<file path="src/rtl/jtag_dap_pkg.sv">
// jtag_dap_pkg: TAP state codes, DAP opcodes, AHB constants and the TAP next-state function
package jtag_dap_pkg;
  localparam logic [3:0] TAP_EX2_DR   = 4'h0;
  localparam logic [3:0] TAP_EX1_DR   = 4'h1;
  localparam logic [3:0] TAP_SHIFT_DR = 4'h2;
  localparam logic [3:0] TAP_PAUSE_DR = 4'h3;
  localparam logic [3:0] TAP_SEL_IR   = 4'h4;
  localparam logic [3:0] TAP_UPD_DR   = 4'h5;
  localparam logic [3:0] TAP_CAP_DR   = 4'h6;
  localparam logic [3:0] TAP_SEL_DR   = 4'h7;
  localparam logic [3:0] TAP_EX2_IR   = 4'h8;
  localparam logic [3:0] TAP_EX1_IR   = 4'h9;
  localparam logic [3:0] TAP_SHIFT_IR = 4'hA;
  localparam logic [3:0] TAP_PAUSE_IR = 4'hB;
  localparam logic [3:0] TAP_RTI      = 4'hC;
  localparam logic [3:0] TAP_UPD_IR   = 4'hD;
  localparam logic [3:0] TAP_CAP_IR   = 4'hE;
  localparam logic [3:0] TAP_TLR      = 4'hF;
  localparam int OP_IDCODE = 1;
  localparam int OP_ADDR   = 2;
  localparam int OP_WDATA  = 3;
  localparam int OP_RDATA  = 4;
  localparam int OP_STATUS = 5;
  localparam logic [1:0] HTRANS_IDLE   = 2'b00;
  localparam logic [1:0] HTRANS_NONSEQ = 2'b10;
  localparam logic [1:0] AHB_IDLE = 2'd0;
  localparam logic [1:0] AHB_ADDR = 2'd1;
  localparam logic [1:0] AHB_DATA = 2'd2;
  function automatic logic [3:0] tap_next(input logic [3:0] s, input logic tms);
    case (s)
      TAP_TLR:      return tms ? TAP_TLR    : TAP_RTI;
      TAP_RTI:      return tms ? TAP_SEL_DR : TAP_RTI;
      TAP_SEL_DR:   return tms ? TAP_SEL_IR : TAP_CAP_DR;
      TAP_CAP_DR:   return tms ? TAP_EX1_DR : TAP_SHIFT_DR;
      TAP_SHIFT_DR: return tms ? TAP_EX1_DR : TAP_SHIFT_DR;
      TAP_EX1_DR:   return tms ? TAP_UPD_DR : TAP_PAUSE_DR;
      TAP_PAUSE_DR: return tms ? TAP_EX2_DR : TAP_PAUSE_DR;
      TAP_EX2_DR:   return tms ? TAP_UPD_DR : TAP_SHIFT_DR;
      TAP_UPD_DR:   return tms ? TAP_SEL_DR : TAP_RTI;
      TAP_SEL_IR:   return tms ? TAP_TLR    : TAP_CAP_IR;
      TAP_CAP_IR:   return tms ? TAP_EX1_IR : TAP_SHIFT_IR;
      TAP_SHIFT_IR: return tms ? TAP_EX1_IR : TAP_SHIFT_IR;
      TAP_EX1_IR:   return tms ? TAP_UPD_IR : TAP_PAUSE_IR;
      TAP_PAUSE_IR: return tms ? TAP_EX2_IR : TAP_PAUSE_IR;
      TAP_EX2_IR:   return tms ? TAP_UPD_IR : TAP_SHIFT_IR;
      TAP_UPD_IR:   return tms ? TAP_SEL_DR : TAP_RTI;
    endcase
  endfunction
endpackage

</file>
<file path="src/rtl/jtag_tap_fsm.sv">
// jtag_tap_fsm: IEEE 1149.1 TAP state machine with decoded one-hot strobes
module jtag_tap_fsm
  import jtag_dap_pkg::*;
(
  input  logic       tck_i,
  input  logic       trst_i,
  input  logic       tms_i,
  output logic [3:0] state_o,
  output logic       tlr_o,
  output logic       capture_dr_o,
  output logic       shift_dr_o,
  output logic       update_dr_o,
  output logic       capture_ir_o,
  output logic       shift_ir_o,
  output logic       update_ir_o
);
  logic [3:0] state_q;
  always_ff @(posedge tck_i or posedge trst_i)
    if (trst_i) state_q <= TAP_TLR;
    else state_q <= tap_next(state_q, tms_i);
  assign state_o      = state_q;
  assign tlr_o        = state_q == TAP_TLR;
  assign capture_dr_o = state_q == TAP_CAP_DR;
  assign shift_dr_o   = state_q == TAP_SHIFT_DR;
  assign update_dr_o  = state_q == TAP_UPD_DR;
  assign capture_ir_o = state_q == TAP_CAP_IR;
  assign shift_ir_o   = state_q == TAP_SHIFT_IR;
  assign update_ir_o  = state_q == TAP_UPD_IR;
endmodule

</file>
<file path="src/rtl/jtag_ahb_dap.sv">
// jtag_ahb_dap: JTAG debug access port driving single AHB-Lite transfers, all on TCK
module jtag_ahb_dap
  import jtag_dap_pkg::*;
#(
  parameter int          IR_WIDTH   = 4,
  parameter int          ADDR_WIDTH = 32,
  parameter int          DATA_WIDTH = 32,
  parameter logic [31:0] IDCODE_VAL = 32'hF0F0F0F1,
  parameter int          AUTO_INC   = 1
) (
  input  logic                  TCK,
  input  logic                  TRST,
  input  logic                  TMS,
  input  logic                  TDI,
  output logic                  TDO,
  input  logic                  HREADY,
  input  logic                  HRESP,
  input  logic [DATA_WIDTH-1:0] HRDATA,
  output logic [ADDR_WIDTH-1:0] HADDR,
  output logic                  HWRITE,
  output logic [1:0]            HTRANS,
  output logic [DATA_WIDTH-1:0] HWDATA
);
  localparam int AD  = ADDR_WIDTH > DATA_WIDTH ? ADDR_WIDTH : DATA_WIDTH;
  localparam int DRW = AD > 32 ? AD : 32;
  localparam int MW  = $clog2(DRW);
  logic [3:0] tap_state;
  logic tlr, capture_dr, shift_dr, update_dr, capture_ir, shift_ir, update_ir;
  logic [IR_WIDTH-1:0] ir_q, ir_sr_q, ir_sr_d;
  logic [DRW-1:0] dr_q, dr_d, cap_val;
  logic [MW-1:0] dr_msb;
  logic [1:0] ahb_q, ahb_d;
  logic [ADDR_WIDTH-1:0] addr_q, addr_d;
  logic [DATA_WIDTH-1:0] wdata_q, wdata_d, rdata_q, rdata_d;
  logic dir_q, dir_d, rvalid_q, rvalid_d, err_q, err_d, ovr_q, ovr_d, tdo_q;
  logic is_id, is_addr, is_wd, is_rd, is_st, busy, launch, done, ok_done, st_upd;
  jtag_tap_fsm u_tap (
    .tck_i        (TCK),
    .trst_i       (TRST),
    .tms_i        (TMS),
    .state_o      (tap_state),
    .tlr_o        (tlr),
    .capture_dr_o (capture_dr),
    .shift_dr_o   (shift_dr),
    .update_dr_o  (update_dr),
    .capture_ir_o (capture_ir),
    .shift_ir_o   (shift_ir),
    .update_ir_o  (update_ir)
  );
  assign is_id   = ir_q == IR_WIDTH'(OP_IDCODE);
  assign is_addr = ir_q == IR_WIDTH'(OP_ADDR);
  assign is_wd   = ir_q == IR_WIDTH'(OP_WDATA);
  assign is_rd   = ir_q == IR_WIDTH'(OP_RDATA);
  assign is_st   = ir_q == IR_WIDTH'(OP_STATUS);
  assign busy    = ahb_q != AHB_IDLE;
  assign launch  = update_dr & (is_wd | is_rd);
  assign done    = ahb_q == AHB_DATA & HREADY;
  assign ok_done = done & ~HRESP;
  assign st_upd  = update_dr & is_st;
  assign cap_val = is_id ? DRW'(IDCODE_VAL) : is_addr ? DRW'(addr_q) : is_rd ? DRW'(rdata_q) :
                   is_st ? DRW'({ovr_q, err_q, busy, rvalid_q}) : '0;
  assign dr_msb  = (is_id | is_st) ? MW'(31) : is_addr ? MW'(ADDR_WIDTH-1) :
                   (is_wd | is_rd) ? MW'(DATA_WIDTH-1) : '0;
  assign ir_sr_d = capture_ir ? IR_WIDTH'(1) : shift_ir ? {TDI, ir_sr_q[IR_WIDTH-1:1]} : ir_sr_q;
  // one shared shifter; TDI enters at the top of whichever DR is selected
  always_comb begin
    dr_d = dr_q;
    if (capture_dr) dr_d = cap_val;
    else if (shift_dr) begin
      dr_d = dr_q >> 1;
      dr_d[dr_msb] = TDI;
    end
  end
  always_comb begin
    ahb_d    = ahb_q == AHB_IDLE ? (launch ? AHB_ADDR : AHB_IDLE) :
               ahb_q == AHB_ADDR ? (HREADY ? AHB_DATA : AHB_ADDR) : (HREADY ? AHB_IDLE : ahb_q);
    addr_d   = update_dr & is_addr ? dr_q[ADDR_WIDTH-1:0] :
               ok_done & (AUTO_INC != 0) ? addr_q + ADDR_WIDTH'(DATA_WIDTH/8) : addr_q;
    wdata_d  = update_dr & is_wd ? dr_q[DATA_WIDTH-1:0] : wdata_q;
    dir_d    = launch & ~busy ? is_wd : dir_q;
    rdata_d  = ok_done & ~dir_q ? HRDATA : rdata_q;
    rvalid_d = launch & ~busy & is_rd ? 1'b0 : ok_done & ~dir_q ? 1'b1 : rvalid_q;
    err_d    = (done & HRESP) | (err_q & ~(st_upd & dr_q[2]));
    ovr_d    = (launch & busy) | (ovr_q & ~(st_upd & dr_q[3]));
  end
  always_ff @(posedge TCK or posedge TRST)
    if (TRST) begin
      ir_sr_q  <= '0;
      dr_q     <= '0;
      ahb_q    <= AHB_IDLE;
      addr_q   <= '0;
      wdata_q  <= '0;
      rdata_q  <= '0;
      dir_q    <= 1'b0;
      rvalid_q <= 1'b0;
      err_q    <= 1'b0;
      ovr_q    <= 1'b0;
    end else begin
      ir_sr_q  <= ir_sr_d;
      dr_q     <= dr_d;
      ahb_q    <= ahb_d;
      addr_q   <= addr_d;
      wdata_q  <= wdata_d;
      rdata_q  <= rdata_d;
      dir_q    <= dir_d;
      rvalid_q <= rvalid_d;
      err_q    <= err_d;
      ovr_q    <= ovr_d;
    end
  always_ff @(negedge TCK or posedge TRST)
    if (TRST) begin
      ir_q  <= IR_WIDTH'(OP_IDCODE);
      tdo_q <= 1'b0;
    end else begin
      ir_q  <= tlr ? IR_WIDTH'(OP_IDCODE) : update_ir ? ir_sr_q : ir_q;
      tdo_q <= tap_state == TAP_SHIFT_IR ? ir_sr_q[0] : tap_state == TAP_SHIFT_DR & dr_q[0];
    end
  assign TDO    = tdo_q;
  assign HTRANS = ahb_q == AHB_ADDR ? HTRANS_NONSEQ : HTRANS_IDLE;
  assign HADDR  = addr_q;
  assign HWRITE = dir_q;
  assign HWDATA = ahb_q == AHB_DATA & dir_q ? wdata_q : '0;
endmodule

</file>
<file path="config.mk">
export PLATFORM = sky130hd
export DESIGN_NAME = jtag_ahb_dap
export DESIGN_NICKNAME = d
export VERILOG_FILES = /design/src/rtl/jtag_dap_pkg.sv /design/src/rtl/jtag_tap_fsm.sv /design/src/rtl/jtag_ahb_dap.sv
export SDC_FILE = /design/constraint.sdc
export NUM_CORES = 1
export LEC_CHECK = 0
export BUFFER_PORTS_ARGS = -buffer_cell sky130_fd_sc_hd__buf_2
export CELL_PAD_IN_SITES_DETAIL_PLACEMENT = 1
export CELL_PAD_IN_SITES_GLOBAL_PLACEMENT = 2
export CORE_UTILIZATION = 37
export DETAILED_ROUTE_END_ITERATION = 10
export PLACE_DENSITY_LB_ADDON = 0.1
export SETUP_SLACK_MARGIN = 0.02
export SYNTH_ARGS = -nofsm -noshare
export SYNTH_HDL_FRONTEND = slang
export SYNTH_SLANG_ARGS = --single-unit
</file>
<file path="constraint.sdc">
create_clock -name TCK -period 5.19 [get_ports TCK]
set_input_delay 0.519 -clock TCK [delete_from_list [all_inputs] [get_ports TCK]]
set_output_delay 0.519 -clock TCK [all_outputs]
set_load 0.02 [all_outputs]
</file>
==> summary.md, run 1 <==
| Metric | Value |
|---|---|
| Die W | 141 um |
| Mapped Area | 7130 um2 |
| Sequential share of power | 42.6% |
| Drt pass-1 iters | 4 |
| CTS Root Cell | clkbuf_16 |
| Routed wire length | 20700 um |
| Worst R2R End | wdata_q[10] |
| # rows | 50 |
| Synth cell count leaders | dfrtp_1, mux2_2, nor2_1 |
| CP endpoint kind | register |
| Worst IR Drop VDD | 327 uV |
| Pwr per Cell Area | 540 nW/um2 |
| Most common cell in the netlist | dfrtp_1 |
| # setup viols final | 0 |
| Pwr Total | 4.57 mW |
| Tightest Pin Transition | 1210 ps |
| Crit-path slowest cell | dfrtn_1 |
| Unrepaired setup endpoints after global routing | no |
| Max incr delay on CP | 530 ps |
| Crit path arrival time | 4950 ps |
| Antenna Cells | 0 |
| Gate power share | 30.5% |
| Chip height | 141 um |
| Clock skew | 28.9 ps |
| Post-synth top area cell | dfrtp_1 |
| Hold Path Class | in2async |
| Critical Path Start Type | register |
| Reg2Reg Depth | 5 |
| P_leak | 3.98 nW |
| Largest net degree at the start of global routing | 68 |
| Clk pin slew, worst setup/hold paths | 60 ps |
| Critical path data required time | 5510 ps |
| EDFF count, synth | 0 |
| Area of the multi-input gates | 3170 um2 |
| Register area | 3680 um2 |
| Top post-synthesis cells by area | dfrtp_1, mux2_2, and3_1 |
| NetSw | 1.75 mW |
| Max-slew violations | 0 |
| Setup crit end | wdata_q[10] |
| Area delta synth->final | 18.8% |
| Port Buf Inserts | 104 |
| Slew margin rel. | 19.4% |
| Setup TNS | 0 ps |
| CTS tree | yes |
| DR vias | 5623 |
| Syn Inst Count | 673 |
| Residual DRC | 0 |
| Vias in the first global route | 6103 |
| Routed WL per cell | 20.4 um |
| Initial detailed-routing violation count | 297 |
| Hold Buf Count CTS | 0 |
| Clock latency on the worst-skew pair | 430 ps |
| Max cap viols | 0 |
| Die Area | 19800 um2 |
| Internal power | 2.82 mW |
| First-pass GRT wire length | 33500 um |
| Synth warn | 0 |
| Synthesized Nets | 712 |
| WS Path Type | reg2reg |
| Antenna violations before repair | 0 |
| Initial cell density of the core | 38.0% |
| Post-route ant nets | 0 |
| Share of cells above drive strength 1 | 29.2% |
| CP Max Fanout | 20 |
| Cts repair resizes | 0 |
| Detailed placer's ending HPWL | 14000 um |
| Yosys top cell area share | 48.5% |
| Delay-heaviest family, CP | simple AND/OR/NAND/NOR gates |
| Main synth FF type | dfrtp_1 |
| Gp weighted congestion | 0.808 |
| Vias/cell | 5.56 |
| Total global routing overflow | 0 |
| Fillcell total | 2074 |
| CP Buf/Inv Count | 1 |
| Cell variety after synth | 56 |
| Reg2reg setup slack | 560 ps |
| Sw Ratio | 38.4% |
| Critical path startpoint | ir_q[1] |
| Overall Global Routing Usage | 22.1% |
| Cells along the critical path | nor2b_1 -> nand2_1 -> nor3_4 -> buf_4 -> mux2_2 |
| Postcts setup bufs | 0 |
| Mapped Avg Cell Area | 10.6 um2 |
| Area of the core | 18800 um2 |
| Clock network power share | 26.9% |
| CTS max path bufs | 2 |
| Synthesized flop and latch total | 147 |
| Status | finished, final reports clean |
| Final net count | 803 |
| Worst flop-to-flop path startpoint | ir_q[1] |
| CP Depth | 5 |
| TritonCTS Buffers | 17 |
| Io pins | 106 |
| Htree depth | 4 |
| Sequential share of the synthesized area | 51.7% |
| Final hold vios | 0 |
| Sinks on Clock Net | 147 |
| Ys async rst share | 100% |
[power by group through the flow]
stage	sequential (mW)	combinational [mW]	clock, mW
CTS	1.95	1.41	1.25
detailed placement	1.97	1.40	0.00241
finish	1.95	1.39	1.23
floorplan	1.84	1.00	0.00241
global placement	1.95	1.35	0.00241
global route	2.01	1.56	1.30
[how the worst min path moves through the flow]
stage | start | end | cells after the start
3_5_place_dp | wdata_q[6] | wdata_q[6] | 1
6_report | TRST | rdata_q[3] | 2
2_1_floorplan | ovr_q | ovr_q | 2
4_1_cts | TRST | rdata_q[3] | 2
3_3_place_gp | wdata_q[6] | wdata_q[6] | 1
5_1_grt | TRST | rdata_q[3] | 2
[layout make-up]
type	instances	area share [%]
sequential	147	43.5
multi-input combinational	456	37.5
timing repair buffer	120	7.57
clock buffer	26	6.52
tap	234	3.46
inverter	21	0.976
clock inverter	7	0.488
[layout by cell type (no fill, tap or decap), types with 11 or more instances in the layout]
cell type  count
o21ai_1       20
clkbuf_16     19
buf_2        104
inv_1         21
a22oi_1       13
and3_1        34
nor3_1        11
xor2_1        13
nand3_1       14
o21ai_0       22
a221o_1       15
a21oi_1       35
mux2_2        58
nor2_1        46
dfrtp_1      138
xnor2_1       16
o221ai_1      12
nand2b_1      11
mux2_1        12
nand2_1       45
buf_4         16
[registers in the layout, indices dropped and copies added, names as in the netlist]
name           cells
wdata_q           32
dr_q              32
HADDR             32
HWRITE             1
TDO                1
err_q              1
ovr_q              1
u_tap.state_o      4
rvalid_q           1
ir_sr_q            4
rdata_q           32
ir_q               4
ahb_q              2
[logic make-up after synthesis]
| family | share of synthesized area [%] |
|---|---|
| AOI/OAI and AO/OA | 14.0 |
| xor gates and xnor gates | 3.56 |
| adders and majority gates | 0.176 |
| buffers and inverters | 4.14 |
| DFF | 51.7 |
| muxes | 11.2 |
| other | 0.0526 |
| and+or+nand+nor | 15.2 |
[metal layers]
metal  wire [um]  vias up  global-route usage (%)
met5           0        -                       0
met4         409        0                    9.15
met3         656       25                    4.01
met2       10100      105                    36.7
met1        9480     2885                    28.4
li1            -     2608                       -
[worst register-to-register path, stage by stage (launching register included)]
cell	delay (ps)
dfrtn_1	530
nor2b_1	380
nand2_1	180
nor3_4	150
buf_4	320
mux2_2	390
[per-stage QoR]
stage / util [%] / area, um2 / setup slack, ps / hold slack [ps] / instances
floorplan: - / 7130 / 344 / 448 / 673
global placement: 42.0 / 7880 / 623 / 460 / 979
detailed placement: 42.0 / 7880 / 550 / 474 / 979
CTS: 45.1 / 8460 / 567 / 98.6 / 1011
global route: 45.1 / 8460 / 417 / 119 / 1011
finish: 45.1 / 8460 / 557 / 97.3 / 1011
Note: power is estimated with default switching activity, not from simulation.
==> run 2, diff against run 1 <==
Settings changed: CTS_BUF_LIST set to sky130_fd_sc_hd__clkbuf_8 sky130_fd_sc_hd__clkbuf_16.
==> run 2 against run 1 <==
  * Critical path depth did not move
  * Global-route usage did not move
  * Routed wire length barely moved
  * Count of clock-buffer cells in the layout fell by 2
  * Largest power group unchanged
  * Largest cell class unchanged
  * Sequential cell count did not move
  * Sequential power barely moved
==> summary.md, run 2 (same netlist as run 1, synthesis figures left out) <==
| Metric | Value |
|---|---|
| P_leak | 3.99 nW (+0.21%) |
| Reg2reg setup slack | 560 ps (about the same) |
| Commonest non-fill, non-tap cell in the layout | dfrtp_1 |
| Initial detailed-routing violation count | 297 (unchanged) |
| Antenna violations before repair | 0 (unchanged) |
| Initial cell density of the core | 38.0% (unchanged) |
| Cells along the critical path | nor2b_1 -> nand2_1 -> nor3_4 -> buf_4 -> mux2_2 |
| # setup viols final | 0 (unchanged) |
| Die Area | 19800 um2 (unchanged) |
| Chip height | 141 um (unchanged) |
| Status | finished, final reports clean |
| Io pins | 106 (unchanged) |
| Pwr per Cell Area | 539 nW/um2 (about the same) |
| Htree depth | 4 (unchanged) |
| Max-slew violations | 0 (unchanged) |
| Hold Buf Count CTS | 0 (unchanged) |
| Commonest non-fill, non-tap cells in the layout | dfrtp_1, buf_2, mux2_2, nor2_1, nand2_1 |
| Area delta synth->final | 18.8% (unchanged) |
| Share of cells above drive strength 1 | 29.2% (unchanged) |
| Drt pass-1 iters | 4 (unchanged) |
| Clock skew | 28.9 ps (+0.00320 ps) |
| Met2 Routed Length | 10100 um (about the same) |
| Critical path data required time | 5510 ps (about the same) |
| Die W | 141 um (unchanged) |
| CP Depth | 5 (unchanged) |
| CP Buf/Inv Count | 1 (unchanged) |
| Met3 routed WL | 655 um (-0.15%) |
| Highest metal used | met4 |
| Unrepaired setup endpoints after global routing | no |
| Worst flop-to-flop path startpoint | ir_q[1] |
| Postcts setup bufs | 0 (unchanged) |
| Pwr Total | 4.56 mW (about the same) |
| TritonCTS Buffers | 17 (unchanged) |
| Crit-path slowest cell | dfrtn_1 |
| Setup crit end | wdata_q[10] |
| Delay-heaviest family, CP | simple AND/OR/NAND/NOR gates |
| Slew margin rel. | 19.4% (about the same) |
| CTS tree | yes |
| Placed Area | 7880 um2 (unchanged) |
| Total global routing overflow | 0 (unchanged) |
| Critical path startpoint | ir_q[1] |
| WHS | 97.3 ps (-0.0110 ps) |
| Max cap viols | 0 (unchanged) |
| Cts repair resizes | 0 (unchanged) |
| Critical Path Start Type | register |
| First-pass GRT wire length | 33500 um (unchanged) |
| Clk pin slew, worst setup/hold paths | 60 ps (about the same) |
| Final instance area | 8460 um2 (unchanged) |
| Routed WL per cell | 20.4 um (about the same) |
| Overall Global Routing Usage | 22.1% (unchanged) |
| Post-Route Utilization | 45.1% (unchanged) |
| Port Buf Inserts | 104 (unchanged) |
| CP endpoint kind | register |
| Largest net degree at the start of global routing | 68 (unchanged) |
| Antenna Cells | 0 (unchanged) |
| Vias/cell | 5.57 (+0.14%) |
| Max incr delay on CP | 530 ps (about the same) |
| Crit path arrival time | 4950 ps (about the same) |
| CP Max Fanout | 20 (unchanged) |
| Reg2Reg Depth | 5 (unchanged) |
| WS Path Type | reg2reg |
| Worst IR Drop VDD | 327 uV (about the same) |
| CTS Root Cell | clkbuf_16 |
| Tightest Pin Transition | 1210 ps (+0.0373 ps) |
| Area of the core | 18800 um2 (unchanged) |
| # rows | 50 (unchanged) |
| Routed wire length | 20600 um (about the same) |
| Clock latency on the worst-skew pair | 430 ps (about the same) |
| CTS max path bufs | 2 (unchanged) |
| DR vias | 5631 (+0.14%) |
| Detailed placer's ending HPWL | 14000 um (unchanged) |
| Residual DRC | 0 (unchanged) |
| Gp weighted congestion | 0.808 (unchanged) |
| Setup TNS | 0 ps (unchanged) |
| Final hold vios | 0 (unchanged) |
| Hold Path Class | in2async |
| Vias in the first global route | 6103 (unchanged) |
| Final net count | 803 (unchanged) |
| Worst R2R End | wdata_q[10] |
| Sinks on Clock Net | 147 (unchanged) |
| DRT met1 WL | 9480 um (about the same) |
| Post-route ant nets | 0 (unchanged) |
## run 2: power by group
group / internal (mW) / switching (mW) / total [mW]
Sequential: 1.51 / 0.433 / 1.95
Combinational: 0.568 / 0.825 / 1.39
Clock: 0.730 / 0.494 / 1.22
Total: 2.81 / 1.75 / 4.56
## run 2: metrics by stage
step	instances	setup WS, ps
floorplan	673	344
CTS	1011	567
finish	1011	556
detailed placement	979	550
global placement	979	623
global route	1011	417
## run 2: area by class of cell
class,count,area [um2]
fillers,2074,10300
flip-flops and latches,147,3680
multi-input cells,456,3170
repair buffers,120,641
clock buffers,24,544
well taps,234,293
inverters,21,82.6
clock inverters,9,48.8
## run 2: layer usage
layer	vias to the layer above	global-route usage, %
li1	2608	-
met1	2895	28.4
met2	103	36.7
met3	25	4.01
met4	0	9.15
met5	-	0
## run 2: worst min-delay path by stage
| stage | startpoint | endpoint | depth (start not counted) |
|---|---|---|---|
| floorplan | ovr_q | ovr_q | 2 |
| global placement | wdata_q[6] | wdata_q[6] | 1 |
| detailed placement | wdata_q[6] | wdata_q[6] | 1 |
| CTS | TRST | rdata_q[3] | 2 |
| global route | TRST | rdata_q[3] | 2 |
| finish | TRST | rdata_q[3] | 2 |
==> run 3, diff against run 2 <==
Settings changed: CTS_BUF_LIST sky130_fd_sc_hd__clkbuf_8 sky130_fd_sc_hd__clkbuf_16 to not set.
Clock period 5.19 ns to 5.1 ns, I/O delays scaled along.
==> run 3 against run 2 <==
  * Global-route usage down 0.15 points
  * Die area unchanged
  * Design area about the same
  * Critical path depth stayed put
  * Highest routed layer unchanged
  * Critical path type unchanged
  * Combinational power about the same
  * Clock skew up 9.4 ps
  * Sequential power barely moved
  * First-iteration DRC count fell by 11%
  * Sequential cell count stayed put
  * Sequential share of layout area barely moved
  * Largest cell class unchanged
  * Routed wire length fell by 1.0%
==> summary.md, run 3 (same netlist as run 1, synthesis figures left out) <==
| Metric | Value |
|---|---|
| Commonest non-fill, non-tap cells in the layout | dfrtp_1, buf_2, mux2_2, nor2_1, nand2_1 |
| # setup viols final | 0 (unchanged) |
| First-pass GRT wire length | 33100 um (-1.1%) |
| Commonest non-fill, non-tap cell in the layout | dfrtp_1 |
| Setup TNS | 0 ps (unchanged) |
| CTS max path bufs | 2 (unchanged) |
| Critical path data required time | 5410 ps (-100 ps) |
| Clock skew | 38.3 ps (+9.44 ps) |
| Clock latency on the worst-skew pair | 460 ps (+30 ps) |
| Postcts setup bufs | 0 (unchanged) |
| Pwr per Cell Area | 547 nW/um2 (+1.4%) |
| Final hold vios | 0 (unchanged) |
| Initial cell density of the core | 38.0% (unchanged) |
| WS Path Type | reg2reg |
| Delay-heaviest family, CP | simple AND/OR/NAND/NOR gates |
| Crit path arrival time | 4930 ps (-20 ps) |
| Initial detailed-routing violation count | 264 (-11%) |
| Cells along the critical path | nor2b_1 -> nand2_1 -> nor3_4 -> buf_4 -> mux2_2 |
| Area delta synth->final | 18.7% (about the same) |
| DR vias | 5624 (-0.12%) |
| Max incr delay on CP | 530 ps (about the same) |
| Worst IR Drop VDD | 244 uV (-25%) |
| Total global routing overflow | 0 (unchanged) |
| Die W | 141 um (unchanged) |
| Area of the core | 18800 um2 (unchanged) |
| Cts repair resizes | 0 (unchanged) |
| Post-Route Utilization | 45.1% (about the same) |
| Clk pin slew, worst setup/hold paths | 60 ps (about the same) |
| Detailed placer's ending HPWL | 14000 um (-0.38%) |
| Vias in the first global route | 5904 (-3.3%) |
| Hold Buf Count CTS | 0 (unchanged) |
| Tightest Pin Transition | 1200 ps (-8.23 ps) |
| Routed wire length | 20400 um (-1.0%) |
| CP endpoint kind | register |
| Routed WL per cell | 20.2 um (-1.0%) |
| Final net count | 803 (unchanged) |
| CTS Root Cell | clkbuf_16 |
| Vias/cell | 5.56 (-0.12%) |
| Dpl ws | 454 ps (-96.4 ps) |
| Final critical-path setup slack | 480 ps (-76.4 ps) |
| Status | finished, final reports clean |
| Area of the multi-input gates | 3170 um2 (unchanged) |
| P_leak | 3.98 nW (-0.12%) |
| Drt pass-1 iters | 4 (unchanged) |
| Fillcell total | 2084 (+0.48%) |
| Critical Path Start Type | register |
| Residual DRC | 0 (unchanged) |
| Gp weighted congestion | 0.810 (+0.26%) |
| Port Buf Inserts | 104 (unchanged) |
| Reg2reg setup slack | 480 ps (-80 ps) |
| Register area | 3680 um2 (unchanged) |
| CTS tree | yes |
| Max-slew violations | 0 (unchanged) |
| Hold Path Class | in2async |
| Chip height | 141 um (unchanged) |
| Max cap viols | 0 (unchanged) |
| # rows | 50 (unchanged) |
| Unrepaired setup endpoints after global routing | no |
| Slew margin rel. | 19.9% (+0.55 points) |
| CP Max Fanout | 20 (unchanged) |
| Antenna Cells | 0 (unchanged) |
| Die Area | 19800 um2 (unchanged) |
| Crit-path slowest cell | dfrtn_1 |
| Io pins | 106 (unchanged) |
| Overall Global Routing Usage | 21.9% (-0.15 points) |
| Antenna violations before repair | 0 (unchanged) |
| Pwr Total | 4.63 mW (+1.4%) |
| CP Buf/Inv Count | 1 (unchanged) |
| Sinks on Clock Net | 147 (unchanged) |
| Post-route ant nets | 0 (unchanged) |
| Largest net degree at the start of global routing | 68 (unchanged) |
| Htree depth | 4 (unchanged) |
| TritonCTS Buffers | 17 (unchanged) |
| Share of cells above drive strength 1 | 29.3% (+0.13 points) |
-- run 3: cell count changes in the layout (fill, tap and decap cells not counted), sizes merged --
cell / change
clkbuf: -1
clkinv: +5
inv: -5
bufinv: +1
-- run 3: worst paths after layout --
path / startpoint / end / depth (start not counted)
max in group asynchronous: TRST / ir_q[0] / 2
min: TRST / rdata_q[3] / 2
min reg2reg: wdata_q[7] / wdata_q[7] / 1
max reg2reg: ir_q[1] / wdata_q[10] / 5
max: ir_q[1] / wdata_q[10] / 5
min in group TCK: HRDATA[13] / rdata_q[13] / 2
-- run 3: cell type report --
| cell class | instances | area share [%] |
|---|---|---|
| Clock buffer | 23 | 6.15 |
| Clock inverter | 10 | 0.813 |
| Inverter | 21 | 0.976 |
| Multi-Input combinational cell | 456 | 37.5 |
| Sequential cell | 147 | 43.6 |
| Tap cell | 234 | 3.46 |
| Timing Repair Buffer | 120 | 7.57 |
-- run 3: routing by layer --
metal  global-route usage, %  routed length (um)
met5                       0                   0
met4                    7.32                 284
met3                    3.60                 700
met2                    36.4               10100
met1                    29.2                9300
-- run 3: where the power goes --
group          internal, mW  leakage (nW)  switching (mW)
logic                 0.578          1.85           0.839
clock network         0.740         0.307           0.491
registers              1.54          1.82           0.437
-- run 3: per-stage QoR --
| stage | hold WS [ps] | instances | instance area (um2) |
|---|---|---|---|
| after floorplan | 448 | 673 | 7130 |
| after global placement | 460 | 979 | 7880 |
| after detailed placement | 472 | 979 | 7880 |
| after CTS | 99.0 | 1011 | 8460 |
| after global routing | 120 | 1011 | 8460 |
| final | 97.0 | 1011 | 8460 |
